**config.mk**
```make
export PLATFORM = sky130hd
export DESIGN_NAME = font_rom_arbiter_flat
export DESIGN_NICKNAME = d
export VERILOG_FILES = /design/src/rtl/font_rom_arbiter_if.sv /design/src/rtl/font_rom_arbiter.sv /design/src/flat_wrapper.sv
export SDC_FILE = /design/constraint.sdc
export NUM_CORES = 1
export LEC_CHECK = 0
export CELL_PAD_IN_SITES_DETAIL_PLACEMENT = 1
export CELL_PAD_IN_SITES_GLOBAL_PLACEMENT = 1
export CORE_UTILIZATION = 23
export CTS_CLUSTER_SIZE = 30
export DETAILED_ROUTE_END_ITERATION = 16
export GPL_ROUTABILITY_DRIVEN = 0
export GPL_TIMING_DRIVEN = 1
export HOLD_SLACK_MARGIN = 0.03
export PLACE_DENSITY = 0.84
export SLEW_MARGIN = 0
export SYNTH_ARGS = -nofsm -noshare
export SYNTH_HDL_FRONTEND = slang
export SYNTH_SLANG_ARGS = --single-unit
```
**constraint.sdc**
```tcl
create_clock -name clk -period 2.5 [get_ports clk]
set_input_delay 0.75 -clock clk [delete_from_list [all_inputs] [get_ports clk]]
set_output_delay 0.75 -clock clk [all_outputs]
set_load 0.05 [all_outputs]
```
**src/rtl/font_rom_arbiter_if.sv**
```systemverilog
// Bundle between the overlay generators, the shared font ROM and the arbiter.
// slave = arbiter side, master = requester/ROM side.
interface font_rom_arbiter_if #(
  parameter int NREQ = 4
);
  logic                en;
  logic [NREQ-1:0]     req;
  logic [2*NREQ-1:0]   req_bank;
  logic [4*NREQ-1:0]   req_char;
  logic [4*NREQ-1:0]   req_row;
  logic [NREQ-1:0]     gnt;
  logic [1:0]          rom_bank;
  logic [3:0]          rom_char;
  logic [3:0]          rom_row;
  logic [7:0]          rom_data;
  logic [NREQ-1:0]     rsp_valid;
  logic [7:0]          rsp_data;
  logic                busy;

  modport slave (
    input  en, req, req_bank, req_char, req_row, rom_data,
    output gnt, rom_bank, rom_char, rom_row, rsp_valid, rsp_data, busy
  );

  modport master (
    output en, req, req_bank, req_char, req_row, rom_data,
    input  gnt, rom_bank, rom_char, rom_row, rsp_valid, rsp_data, busy
  );
endinterface

```
**src/rtl/font_rom_arbiter.sv**
```systemverilog
// Round-robin arbiter sharing one font ROM; one accept per cycle, response
// strobed 2+ROM_LAT cycles after accept, no backpressure on the response.
module font_rom_arbiter #(
  parameter int NREQ    = 4,
  parameter int ROM_LAT = 0
) (
  input logic               clk,
  input logic               reset,
  font_rom_arbiter_if.slave bus
);
  localparam int IW = $clog2(NREQ);
  localparam int D  = 2 + ROM_LAT;

  logic [IW-1:0]   r_ptr;
  logic [IW-1:0]   w_idx;
  logic [IW-1:0]   w_gnt_idx;
  logic            w_found;
  logic            w_accept;
  logic [NREQ-1:0] w_gnt;

  logic [1:0]      r_rom_bank;
  logic [3:0]      r_rom_char;
  logic [3:0]      r_rom_row;

  logic [D-1:0]    r_pipe_vld;
  logic [IW-1:0]   r_pipe_idx [D];
  logic [7:0]      r_rsp_data;
  logic [NREQ-1:0] w_rsp_valid;

  // Search upward from ptr+1 so the last winner has lowest priority.
  always_comb begin
    w_gnt     = '0;
    w_gnt_idx = '0;
    w_found   = 1'b0;
    w_idx     = '0;
    for (int k = 1; k <= NREQ; k++) begin
      w_idx = IW'((int'(r_ptr) + k) % NREQ);
      if (!w_found && bus.req[w_idx]) begin
        w_found   = 1'b1;
        w_gnt_idx = w_idx;
      end
    end
    if (w_found && bus.en && reset) begin
      w_gnt[w_gnt_idx] = 1'b1;
    end
  end

  assign w_accept = |w_gnt;

  always_ff @(posedge clk) begin
    if (!reset) begin
      r_ptr      <= IW'(NREQ - 1);
      r_rom_bank <= '0;
      r_rom_char <= '0;
      r_rom_row  <= '0;
      r_pipe_vld <= '0;
      r_rsp_data <= '0;
      for (int i = 0; i < D; i++) begin
        r_pipe_idx[i] <= '0;
      end
    end else begin
      r_pipe_vld    <= {r_pipe_vld[D-2:0], w_accept};
      r_pipe_idx[0] <= w_gnt_idx;
      for (int i = 1; i < D; i++) begin
        r_pipe_idx[i] <= r_pipe_idx[i-1];
      end
      // ROM data lines up with the stage just before the strobe.
      if (r_pipe_vld[D-2]) begin
        r_rsp_data <= bus.rom_data;
      end
      if (w_accept) begin
        r_ptr      <= w_gnt_idx;
        r_rom_bank <= bus.req_bank[{w_gnt_idx, 1'b0} +: 2];
        r_rom_char <= bus.req_char[{w_gnt_idx, 2'b00} +: 4];
        r_rom_row  <= bus.req_row[{w_gnt_idx, 2'b00} +: 4];
      end else if (!bus.en) begin
        r_rom_bank <= 2'd1;
        r_rom_char <= 4'd15;
        r_rom_row  <= 4'd0;
      end
    end
  end

  always_comb begin
    w_rsp_valid = '0;
    if (r_pipe_vld[D-1]) begin
      w_rsp_valid[r_pipe_idx[D-1]] = 1'b1;
    end
  end

  assign bus.gnt       = w_gnt;
  assign bus.rom_bank  = r_rom_bank;
  assign bus.rom_char  = r_rom_char;
  assign bus.rom_row   = r_rom_row;
  assign bus.rsp_valid = w_rsp_valid;
  assign bus.rsp_data  = r_rsp_data;
  assign bus.busy      = |r_pipe_vld;
endmodule

```
**src/flat_wrapper.sv**
```systemverilog
// flat-port wrapper written by rule: the top's interface ports become plain ports
module font_rom_arbiter_flat 
#(
  parameter int NREQ    = 4,
  parameter int ROM_LAT = 0
)
  (clk, reset, bus_en, bus_req, bus_req_bank, bus_req_char, bus_req_row, bus_rom_data, bus_gnt, bus_rom_bank, bus_rom_char, bus_rom_row, bus_rsp_valid, bus_rsp_data, bus_busy);
  font_rom_arbiter_if #(.NREQ(NREQ)) bus_i ();
  input logic clk;
  input logic reset;
  input wire logic [$bits(bus_i.en)-1:0] bus_en;
  input wire logic [$bits(bus_i.req)-1:0] bus_req;
  input wire logic [$bits(bus_i.req_bank)-1:0] bus_req_bank;
  input wire logic [$bits(bus_i.req_char)-1:0] bus_req_char;
  input wire logic [$bits(bus_i.req_row)-1:0] bus_req_row;
  input wire logic [$bits(bus_i.rom_data)-1:0] bus_rom_data;
  output wire logic [$bits(bus_i.gnt)-1:0] bus_gnt;
  output wire logic [$bits(bus_i.rom_bank)-1:0] bus_rom_bank;
  output wire logic [$bits(bus_i.rom_char)-1:0] bus_rom_char;
  output wire logic [$bits(bus_i.rom_row)-1:0] bus_rom_row;
  output wire logic [$bits(bus_i.rsp_valid)-1:0] bus_rsp_valid;
  output wire logic [$bits(bus_i.rsp_data)-1:0] bus_rsp_data;
  output wire logic [$bits(bus_i.busy)-1:0] bus_busy;
  assign bus_i.en = bus_en;
  assign bus_i.req = bus_req;
  assign bus_i.req_bank = bus_req_bank;
  assign bus_i.req_char = bus_req_char;
  assign bus_i.req_row = bus_req_row;
  assign bus_i.rom_data = bus_rom_data;
  assign bus_gnt = bus_i.gnt;
  assign bus_rom_bank = bus_i.rom_bank;
  assign bus_rom_char = bus_i.rom_char;
  assign bus_rom_row = bus_i.rom_row;
  assign bus_rsp_valid = bus_i.rsp_valid;
  assign bus_rsp_data = bus_i.rsp_data;
  assign bus_busy = bus_i.busy;
  font_rom_arbiter #(.NREQ(NREQ), .ROM_LAT(ROM_LAT)) u_core (.clk(clk), .reset(reset), .bus(bus_i));
endmodule
```
; Word level (Yosys, flattened, before mapping)
; Memory sizes are Yosys's and may differ from the RTL's.
; Index checks and enable logic that the tools add are counted.
[word_totals]
register_bits = 22
latchBits = 0
ramBits = 4
mem_bits_ro = 0
inputBits = 55
out_inout_bits = 27
wordCells = 69
n_memories = 1
[memory_table]
columns = name, depth, width, rd, rd_ports_with_merged_regs, write_ports, line_no
row1 = u_core.r_pipe_idx, 2, 2, 2, 0, 2, font_rom_arbiter.sv:26  ; logic [IW-1:0] r_pipe_idx [D];
[classes]
addsub = 4
n_mul = 0
div = 0
order_cmp = 8
n_eq_ne = 1
n_shift = 3
mux = 32
n_bitwise = 2
n_reduce_logical = 12
[ops]
columns = operator, n
row1 = $shiftx 16x5->4, 2
row2 = $mux 4, 6
row3 = $lt 2x3->1 const B, 6
row4 = $mux 2, 8
row5 = $mux 1, 12
row6 = $bmux 1 s2, 4
row7 = $shiftx 8x4->2, 1
row8 = $logic_and 1x1->1, 7
row9 = $add 2x1->2 const B, 2
row10 = $add 2x2->2 const B, 2
row11 = $demux 1 s2, 2
row12 = $ge 2x1->1 const B, 2
row13 = $reduce_or 4->1, 1
row14 = $logic_not 1->1, 3
row15 = $ne 2x1->1 const B, 1
row16 = $or 1x1->1, 2
row17 = $reduce_or 2->1, 1

; Depth between registers and ports, before layout
[depth]
word_depth = 20
mapped_depth = 6

; Worst setup path before layout
; No wires, ideal clock.
[synth_timing]
path_type = input-to-output
startpoint = input bus_req[2]
endpoint = output bus_gnt[1]
arrival_time_ns = 2.187
path_slack_ns = -0.437
path_stages = 5
path_buffers = 1
path_cell_list = nand2b_1 > a21oi_1 > nor3_4 > buf_4 > nor2_1
[synth_via]
elab_chain_len = 17
[synth_rtl]
columns = item, line_no
row1 = from (decl), flat_wrapper.sv:12  ; input wire logic [$bits(bus_i.req)-1:0] bus_req;
row2 = $bmux 1 s2, font_rom_arbiter.sv:38  ; if (!w_found && bus.req[w_idx]) begin
row3 = $mux 1 (not written as such), font_rom_arbiter.sv:38
row4 = $mux 1, font_rom_arbiter.sv:38
row5 = $logic_not 1->1, font_rom_arbiter.sv:38
row6 = $logic_and 1x1->1, font_rom_arbiter.sv:38
row7 = $mux 1, font_rom_arbiter.sv:38
row8 = $logic_not 1->1, font_rom_arbiter.sv:38
row9 = $logic_and 1x1->1, font_rom_arbiter.sv:38
row10 = $mux 1, font_rom_arbiter.sv:38
row11 = $logic_not 1->1, font_rom_arbiter.sv:38
row12 = $logic_and 1x1->1, font_rom_arbiter.sv:38
row13 = $mux 2, font_rom_arbiter.sv:38
row14 = $lt 2x3->1 (not written as such) / $ge 2x1->1 (equally long branches), font_rom_arbiter.sv:44  ; w_gnt[w_gnt_idx] = 1'b1;
row15 = $logic_and 1x1->1 (not written as such), font_rom_arbiter.sv:44
row16 = $mux 1 (not written as such), font_rom_arbiter.sv:44
row17 = $demux 1 s2, --
row18 = $mux 4 (*), font_rom_arbiter.sv:43  ; if (w_found && bus.en && reset) begin
row19 = to (decl), flat_wrapper.sv:17  ; output wire logic [$bits(bus_i.gnt)-1:0] bus_gnt;
; Every way passes the cells marked *; elsewhere a longest branch is shown, timed or not. The select of a mux whose other input is x is not followed.

; Worst setup path in the final report
[layout_timing]
startpoint = input bus_req[2]
endpoint = output bus_gnt[0]
; Same word-level chain as after synthesis.

==> results list <==
- In the routed layout, each cell is associated on average with a via count of around 4.7.
* Transition at the pin with the smallest max-transition slack: between 0.5 and 0.6 ns
- Summing all non-filler instances in the final layout gives an area of between 0.002 and 0.003 mm^2.
- The first routing iteration left 16 violations.
- In this design, the stage delay of the slowest critical-path cell is between 0.5 and 0.6 ns.
- CP startpoint kind: input port
- Number of buffers created by CTS: 3
- The synthesized design contains 26 register bits.
- Slowest library cell on the worst path: or4_4
- Data arrives at the worst endpoint at between 1.5 and 2 ns.
- In this run the horizontal extent of the chip is ~79 um.
- For this design the ratio of total power to cell area is just under 500 mW/mm^2.
- TritonCTS built the clock tree.
- The core region is about 0.0056 mm^2.
- Along the worst path, the maximum fanout reaches 3.
- In this run, post-CTS hold repair placed 0 buffers.
- Clock-pin slew on the worst setup and hold paths: roughly 0.090 ns
- Post-layout instance count excluding filler cells: between 300 and 400
- By area the synthesized netlist is led by dfxtp_1, mux2i_1, nor2b_1.
- For this run, design rule violations remaining after detail routing come to 0.
- Ranked by instance count, the synthesized netlist is headed by dfxtp_1, mux2i_1, nand2_1, nor2b_1, o21ai_0.
* Fraction of registers with async set or reset after synthesis: 0%
- The tree is rooted in a clkbuf_8.
- Once placement finished, the instance area stood at 0.00243 mm^2.
- For this run the aggregate overflow at the end of global routing stands at 0.
- Status: finished, violations left
* Violations in the final reports: setup timing
* Overall routed net length: 4640 um
- The die is 78.6 um tall.
- Worst min path class: flop to flop
* Number of buffer and inverter instances along the worst setup path: 3
* Cell type with the highest aggregate area in the netlist: dfxtp_1
- Worst hold slack across all endpoints: roughly 0.44 ns
- Final critical-path required period: between 2 and 3 ns
- Mean cell area of the mapped netlist: about 9.6 um^2
- After legalization and detailed placement, the total HPWL measured approximately 3700 um.
* Critical path data required time: between 1.5 and 2 ns
- Across all setup checks in the final design, the least slack found is -0.0864 ns.
* Standard-cell row count: 27
- Number of instances in the placed design: ~310
- Worst slew margin relative to its limit: between 60% and 70%
- Worst skew pair latency: around 0.26 ns
- Antenna cells: 0
* Number of vias after detailed routing: between 1500 and 2000
- Once layout is complete, the utilization of the core stands at roughly 47%.
- The number of pins exceeding their max-slew limit in the final report came to 0.
- Across the run, the number of max-cap violations was 0.
- Based on the critical path, the design can be clocked at up to 387 MHz.
- Compared with the post-synthesis result, the final layout area differs by 94.9%.
- Die area: a little over 0.006 mm^2
- Level count of the clock H-tree: 1
- The synthesized netlist occupies a cell area of ~0.0013 mm^2.
- Sinks on the clock net: 26
* GRT Util Overall: roughly 16%
- Counting every instance in the synthesized netlist gives approximately 140.
- The first global-routing pass estimated approximately 7600 um of wire.
- The first detailed-routing pass ran for 4 iterations.
- After synthesis, the largest area contributor takes up roughly 39% of total cell area.
- Seq/Total Area, Yosys: 38.6%
* Top_reg_cell synth: dfxtp_1
- Yosys mapped a number of flops with a built-in enable equal to 0.
- When the netlist entered floorplanning its net count stood at between 150 and 200.
* List of cells traversed by the critical path: buf_6, or4_4, nand3_2, inv_2, and3_4, buf_12
- The worst setup path is of the input port to output pin kind.
* Crit. End Element: output pin
- For this configuration, the core starts out at a cell density of 24.2%.
- The final critical path takes up 103% of the cycle.
* Total power draw: about 1.3 mW
- Entering global routing, the biggest net connects 16 pins.
- Synthesis Warnings: 0
* Setup repair after global routing missed its margin: true
* Finish-stage setup viols: 4
* Final layout net count: 307
- Leakage power total: around 1.1 nW
- Unique masters post-synth: 37
- For flop-to-flop paths, the worst setup slack is roughly 0.60 ns.
- Via count of the first global-routing pass: around 1600
- The longest clock path from root to sink contains 2 buffers.
- Count leader, synth: dfxtp_1
- In the final routed layout, each cell accounts on average for between 10 and 15 um.
- In this run the tool buffered the top-level ports with 81 buffer cells.
- Grouping stages by cell kind, the critical path spends the most delay in simple AND/OR/NAND/NOR gates.
- Number of antenna violations at the first check in global routing: 0
* Number of nets still failing antenna checks after routing: 0
- Peak supply drop: ~0.00026 V
- On the final layout, the worst clock skew is about 0.0017 ns.
- The post-route netlist has 26.3% of its cells at a drive strength greater than 1.
* Count of endpoints failing hold in the final timing report: 0
* Top Ports: 82
==> final timing paths <==
kind | from | endpoint | depth (start not counted)
max | bus_req[2] | bus_gnt[0] | 6
min | u_core.r_pipe_idx[0][0]$_SDFF_PN0_ | u_core.r_pipe_idx[0][2]$_SDFF_PN0_ | 1
max reg2reg | u_core.r_ptr[1]$_SDFFE_PN1P_ | u_core.bus.rom_bank[0]$_SDFFE_PN0P_ | 6
min reg2reg | u_core.r_pipe_idx[0][0]$_SDFF_PN0_ | u_core.r_pipe_idx[0][2]$_SDFF_PN0_ | 1
==> stage by stage <==
stage          worst slack (ns)  TNS, ns
4_1_cts                 -0.0824   -0.179
6_report                -0.0864   -0.211
3_5_place_dp             -0.616    -4.81
5_1_grt                  -0.119   -0.402
3_3_place_gp             -0.606    -4.01
2_1_floorplan            -0.153   -0.283
==> registers in the layout, summed over array words and instances, names as in the netlist <==
signal / cells
u_core.r_ptr: 2
u_core.r_pipe_idx: 4
u_core.r_pipe_vld: 2
u_core.bus.rsp_data: 8
u_core.bus.rom_row: 4
u_core.bus.rom_char: 4
u_core.bus.rom_bank: 2
==> layout make-up <==
type	instances	area [um^2]
sequential	26	520
multi-input combinational	109	881
clock inverter	1	30.0
fill	630	2950
inverter	1	3.75
clock buffer	3	41.3
tap	72	90.1
timing repair buffer	111	1060
==> worst register-to-register path: stages (launching register included) <==
cell and delay (ns):
dfxtp_1 0.55, o21ai_0 0.15, or2_4 0.27, and2_4 0.17, buf_4 0.14, a2111oi_0 0.42, a211oi_1 0.09
==> metal layers <==
metal  global-route usage [%]  wire [um]  vias up
met1                     16.9       1780      728
met4                     5.74        112        0
met5                        0          0        -
met2                     29.1       2450       57
li1                         -          -      739
met3                     3.84        293        8
==> placed cells by master, fill, tap and decap left out, types with 2 or more instances in the layout <==
| cell type | count |
|---|---|
| nor2_1 | 4 |
| o211ai_1 | 3 |
| and2_1 | 3 |
| buf_4 | 31 |
| o21a_4 | 2 |
| and3_1 | 3 |
| nand2b_4 | 2 |
| clkbuf_8 | 3 |
| dlygate4sd2_1 | 2 |
| nor2b_1 | 9 |
| mux2i_1 | 25 |
| o21ai_0 | 8 |
| and2_4 | 2 |
| dfxtp_1 | 26 |
| nor2b_4 | 2 |
| o31ai_1 | 2 |
| a221oi_1 | 3 |
| clkdlybuf4s50_1 | 70 |
| a211o_1 | 2 |
| buf_6 | 5 |
| nand4_1 | 2 |
| nor2_4 | 2 |
| buf_12 | 2 |
| nand3_2 | 2 |
| nand2_1 | 11 |
| nand2_2 | 2 |
| o221ai_1 | 3 |
==> report_power, final <==
group / switching (mW) / internal, mW / leakage (nW)
Combinational: 0.231 / 0.244 / 0.839
Clock: 0.134 / 0.214 / 0.0357
Sequential: 0.0205 / 0.444 / 0.215
Total: 0.386 / 0.902 / 1.09
==> repair_timing <==
item                                    in CTS  in global routing
gates resized for setup                     44                  0
pin swaps                                    9                  0
setup buffers                                7                  0
endpoints found under the setup margin       6                  4
hold endpoints to repair                     0                  0
==> logic make-up (layout without fill, tap and decap cells) <==
kind of cell    count (synthesis)  in the layout  synth area share (%)
simple gates                   54             54                  22.9
compound gates                 30             30                  17.2
flops                          26             26                  38.6
mux                            25             25                  18.6
buf+inv                         6            116                  2.78
No activity file was read; power rests on OpenSTA's default activity.
==> RTL edit: new RTL, same settings <==
`ROM_LAT` is set to 0 in 2 places; all go to 1.
--- a/src/rtl/font_rom_arbiter.sv
+++ b/src/rtl/font_rom_arbiter.sv
@@ -2,7 +2,7 @@
 // strobed 2+ROM_LAT cycles after accept, no backpressure on the response.
 module font_rom_arbiter #(
   parameter int NREQ    = 4,
-  parameter int ROM_LAT = 0
+  parameter int ROM_LAT = 1
 ) (
   input logic               clk,
   input logic               reset,
--- a/src/flat_wrapper.sv
+++ b/src/flat_wrapper.sv
@@ -2,7 +2,7 @@
 module font_rom_arbiter_flat 
 #(
   parameter int NREQ    = 4,
-  parameter int ROM_LAT = 0
+  parameter int ROM_LAT = 1
 )
   (clk, reset, bus_en, bus_req, bus_req_bank, bus_req_char, bus_req_row, bus_rom_data, bus_gnt, bus_rom_bank, bus_rom_char, bus_rom_row, bus_rsp_valid, bus_rsp_data, bus_busy);
   font_rom_arbiter_if #(.NREQ(NREQ)) bus_i ();
Behaviour: not the same (a bounded check fails within 4 cycles, from zero or initial values and one cycle with reset low).
==> RTL edit against the original RTL <==
The flow still finishes with violations (setup timing). Routed wire length is 11% lower. Core utilization is 2.1 points lower. Critical path depth is 2 higher. Sequential cell count is 3 higher. Power is 6.6% higher. Design area is 3.3% lower. Worst hold slack worse by 12 ps. Clock skew is 1.1 ps higher. Worst setup slack better by 40 ps. Non-clock buffer count is 14 lower. Synthesized area is 2.1% higher. First-iteration DRC count is 100% higher.
==> RTL edit: results (changes against the original RTL) <==
[run_status]
status=finished, violations left  ; unchanged
violations=setup timing  ; unchanged

[global_routing]
grt_util_met1_pct=14.16  ; was 16.89%
grt_first_pass_wirelength_um=6727  ; was 7603 um
gr-max-usage-layer=met2  ; unchanged
grtUsageMet3_pct=6.971  ; was 3.837%
grtUsageMet2_pct=24.66  ; was 29.13%
grt_util_all_layers_pct=13.78  ; was 15.66%
antenna_found_initial=0  ; unchanged
grt_max_degree=21  ; was 16
grt_pass1_vias=1454  ; was 1596

[clock_tree]
cts_resized=31  ; was 44
path_clk_slew_ps=60  ; was 90 ps
clk_path_buf_depth=2  ; unchanged
cts_made_buffers=5  ; was 3
clk_latency_ps=280  ; was 260 ps
post_cts_buffers=4  ; was 7
cts_root_buffer=clkbuf_8  ; unchanged
h-tree-depth=2  ; was 1

[sta]
skew_ps=2.792  ; was 1.691 ps
tightestPinTransition_ps=515.3  ; was 521.2 ps
finalSetupViolCount=4  ; unchanged
tns_ps=-118.7  ; was -211.0 ps
worst_slack_ps=-46.33  ; was -86.40 ps

[placement]
dpl_cell_area_sq_mm=0.002376  ; was 0.002427 sq mm
hpwl_um=3153  ; was 3692 um

[final_layout]
largest_reg_flops=8  ; unchanged
nFillCells=642  ; was 630
drive_gt1_share_pct=21.76  ; was 26.29%
n_antenna_cell=0  ; unchanged
nets=293  ; was 307

[logic_synthesis]
ys_seq_area_share_pct=42.14  ; was 38.59%
yosys-top-cells-count=dfxtp_1, mux2i_1, nor2_1, nand2_1, o21ai_0  ; was dfxtp_1, mux2i_1, nand2_1, nor2b_1, o21ai_0
synth.area.top_cells=dfxtp_1, mux2i_1, nor2_1  ; was dfxtp_1, mux2i_1, nor2b_1
synth_nets=197  ; was 196
ys_types=26  ; was 37
synthArstFlopShare_pct=0  ; unchanged

[setup_path]
r2r_cells=7  ; was 6
worst_r2r_endpoint=u_core.bus.rom_row[3]$_SDFFE_PN0P_  ; was u_core.bus.rom_bank[0]$_SDFFE_PN0P_
cp_max_fo=4  ; was 3
rrSetupSlack_ps=610
rr_startpoint=u_core.r_ptr[0]$_SDFFE_PN1P_  ; was u_core.r_ptr[1]$_SDFFE_PN1P_
arrival_ps=1800  ; was 1840 ps

[pwr]
p_leak_nw=1.043  ; was 1.089 nW
vdd_drop_max_mv=0.2826  ; was 0.2612 mV

[detailed_routing]
dr_wl_met2_um=2053  ; was 2449 um
firstDrtPassIters=4  ; unchanged
wl_met3_um=442  ; was 293 um
wl_met1_um=1591  ; was 1783 um
vias=1401  ; was 1532
wl_um=4134  ; was 4638 um
routed.top_layer=met4  ; unchanged
drt-initial-drc-count=32  ; was 16

[min_path]
whs_endpoint=u_core.r_pipe_idx[0][3]$_SDFF_PN0_  ; was u_core.r_pipe_idx[0][2]$_SDFF_PN0_
hp-class=reg2reg  ; unchanged
holdCritStartpoint=u_core.r_pipe_idx[0][1]$_SDFF_PN0_  ; was u_core.r_pipe_idx[0][0]$_SDFF_PN0_
whs_path_depth=1  ; unchanged

[RTL edit: cell type report]
class	count	area (sq um)	share of cell area, %
Sequential cell	29	580.6	22.83
Inverter	3	16.27	0.6398
Timing Repair Buffer	97	968.4	38.09
Tap cell	72	90.09	3.543
Clock buffer	7	96.34	3.789
Clock inverter	1	5.005	0.1969
Multi-Input combinational cell	102	785.8	30.91
[RTL edit: worst max-delay path, stage by stage]
cell and delay, ps:
buf_6 100, buf_4 140, o21ai_2 150, o221a_4 240, buf_6 110, nand2_4 40
nor2_4 130, buf_12 140
[RTL edit: where the power goes]
group / switching, W / internal [W] / leakage (nW) / total [W]
registers: 0.0000210 / 0.000493 / 0.239 / 0.000514
clock network: 0.000171 / 0.000248 / 0.0542 / 0.000419
logic: 0.000211 / 0.000228 / 0.750 / 0.000439
[RTL edit: stage by stage]
step | std cells | worst slack [ps] | hold slack [ps]
after detailed placement | 299 | -523.6 | 422.4
after global placement | 299 | -441.2 | 418.3
after floorplan | 142 | -251.8 | 411.9
after global routing | 311 | -106.9 | 446.4
after CTS | 311 | -78.07 | 437.0
final | 311 | -46.33 | 431.4
[RTL edit: worst max path at each step]
stage                           from    endpoint  slack, ps
after floorplan           bus_req[1]  bus_gnt[0]       -250
after global placement    bus_req[1]  bus_gnt[1]       -440
after detailed placement  bus_req[3]  bus_gnt[2]       -520
after CTS                 bus_req[3]  bus_gnt[2]        -80
after global routing      bus_req[3]  bus_gnt[2]       -110
final                     bus_req[1]  bus_gnt[2]        -50
[RTL edit: cells by family (layout without fill, tap and decap cells)]
group	count (synthesis)	count (layout)	synth area share, %
flip-flops	29	29	42.14
AND/OR/NAND/NOR	45	45	16.17
multiplexers	33	33	24.43
AO/OA/AOI/OAI	24	24	11.26
buffers and inverters	11	108	5.994
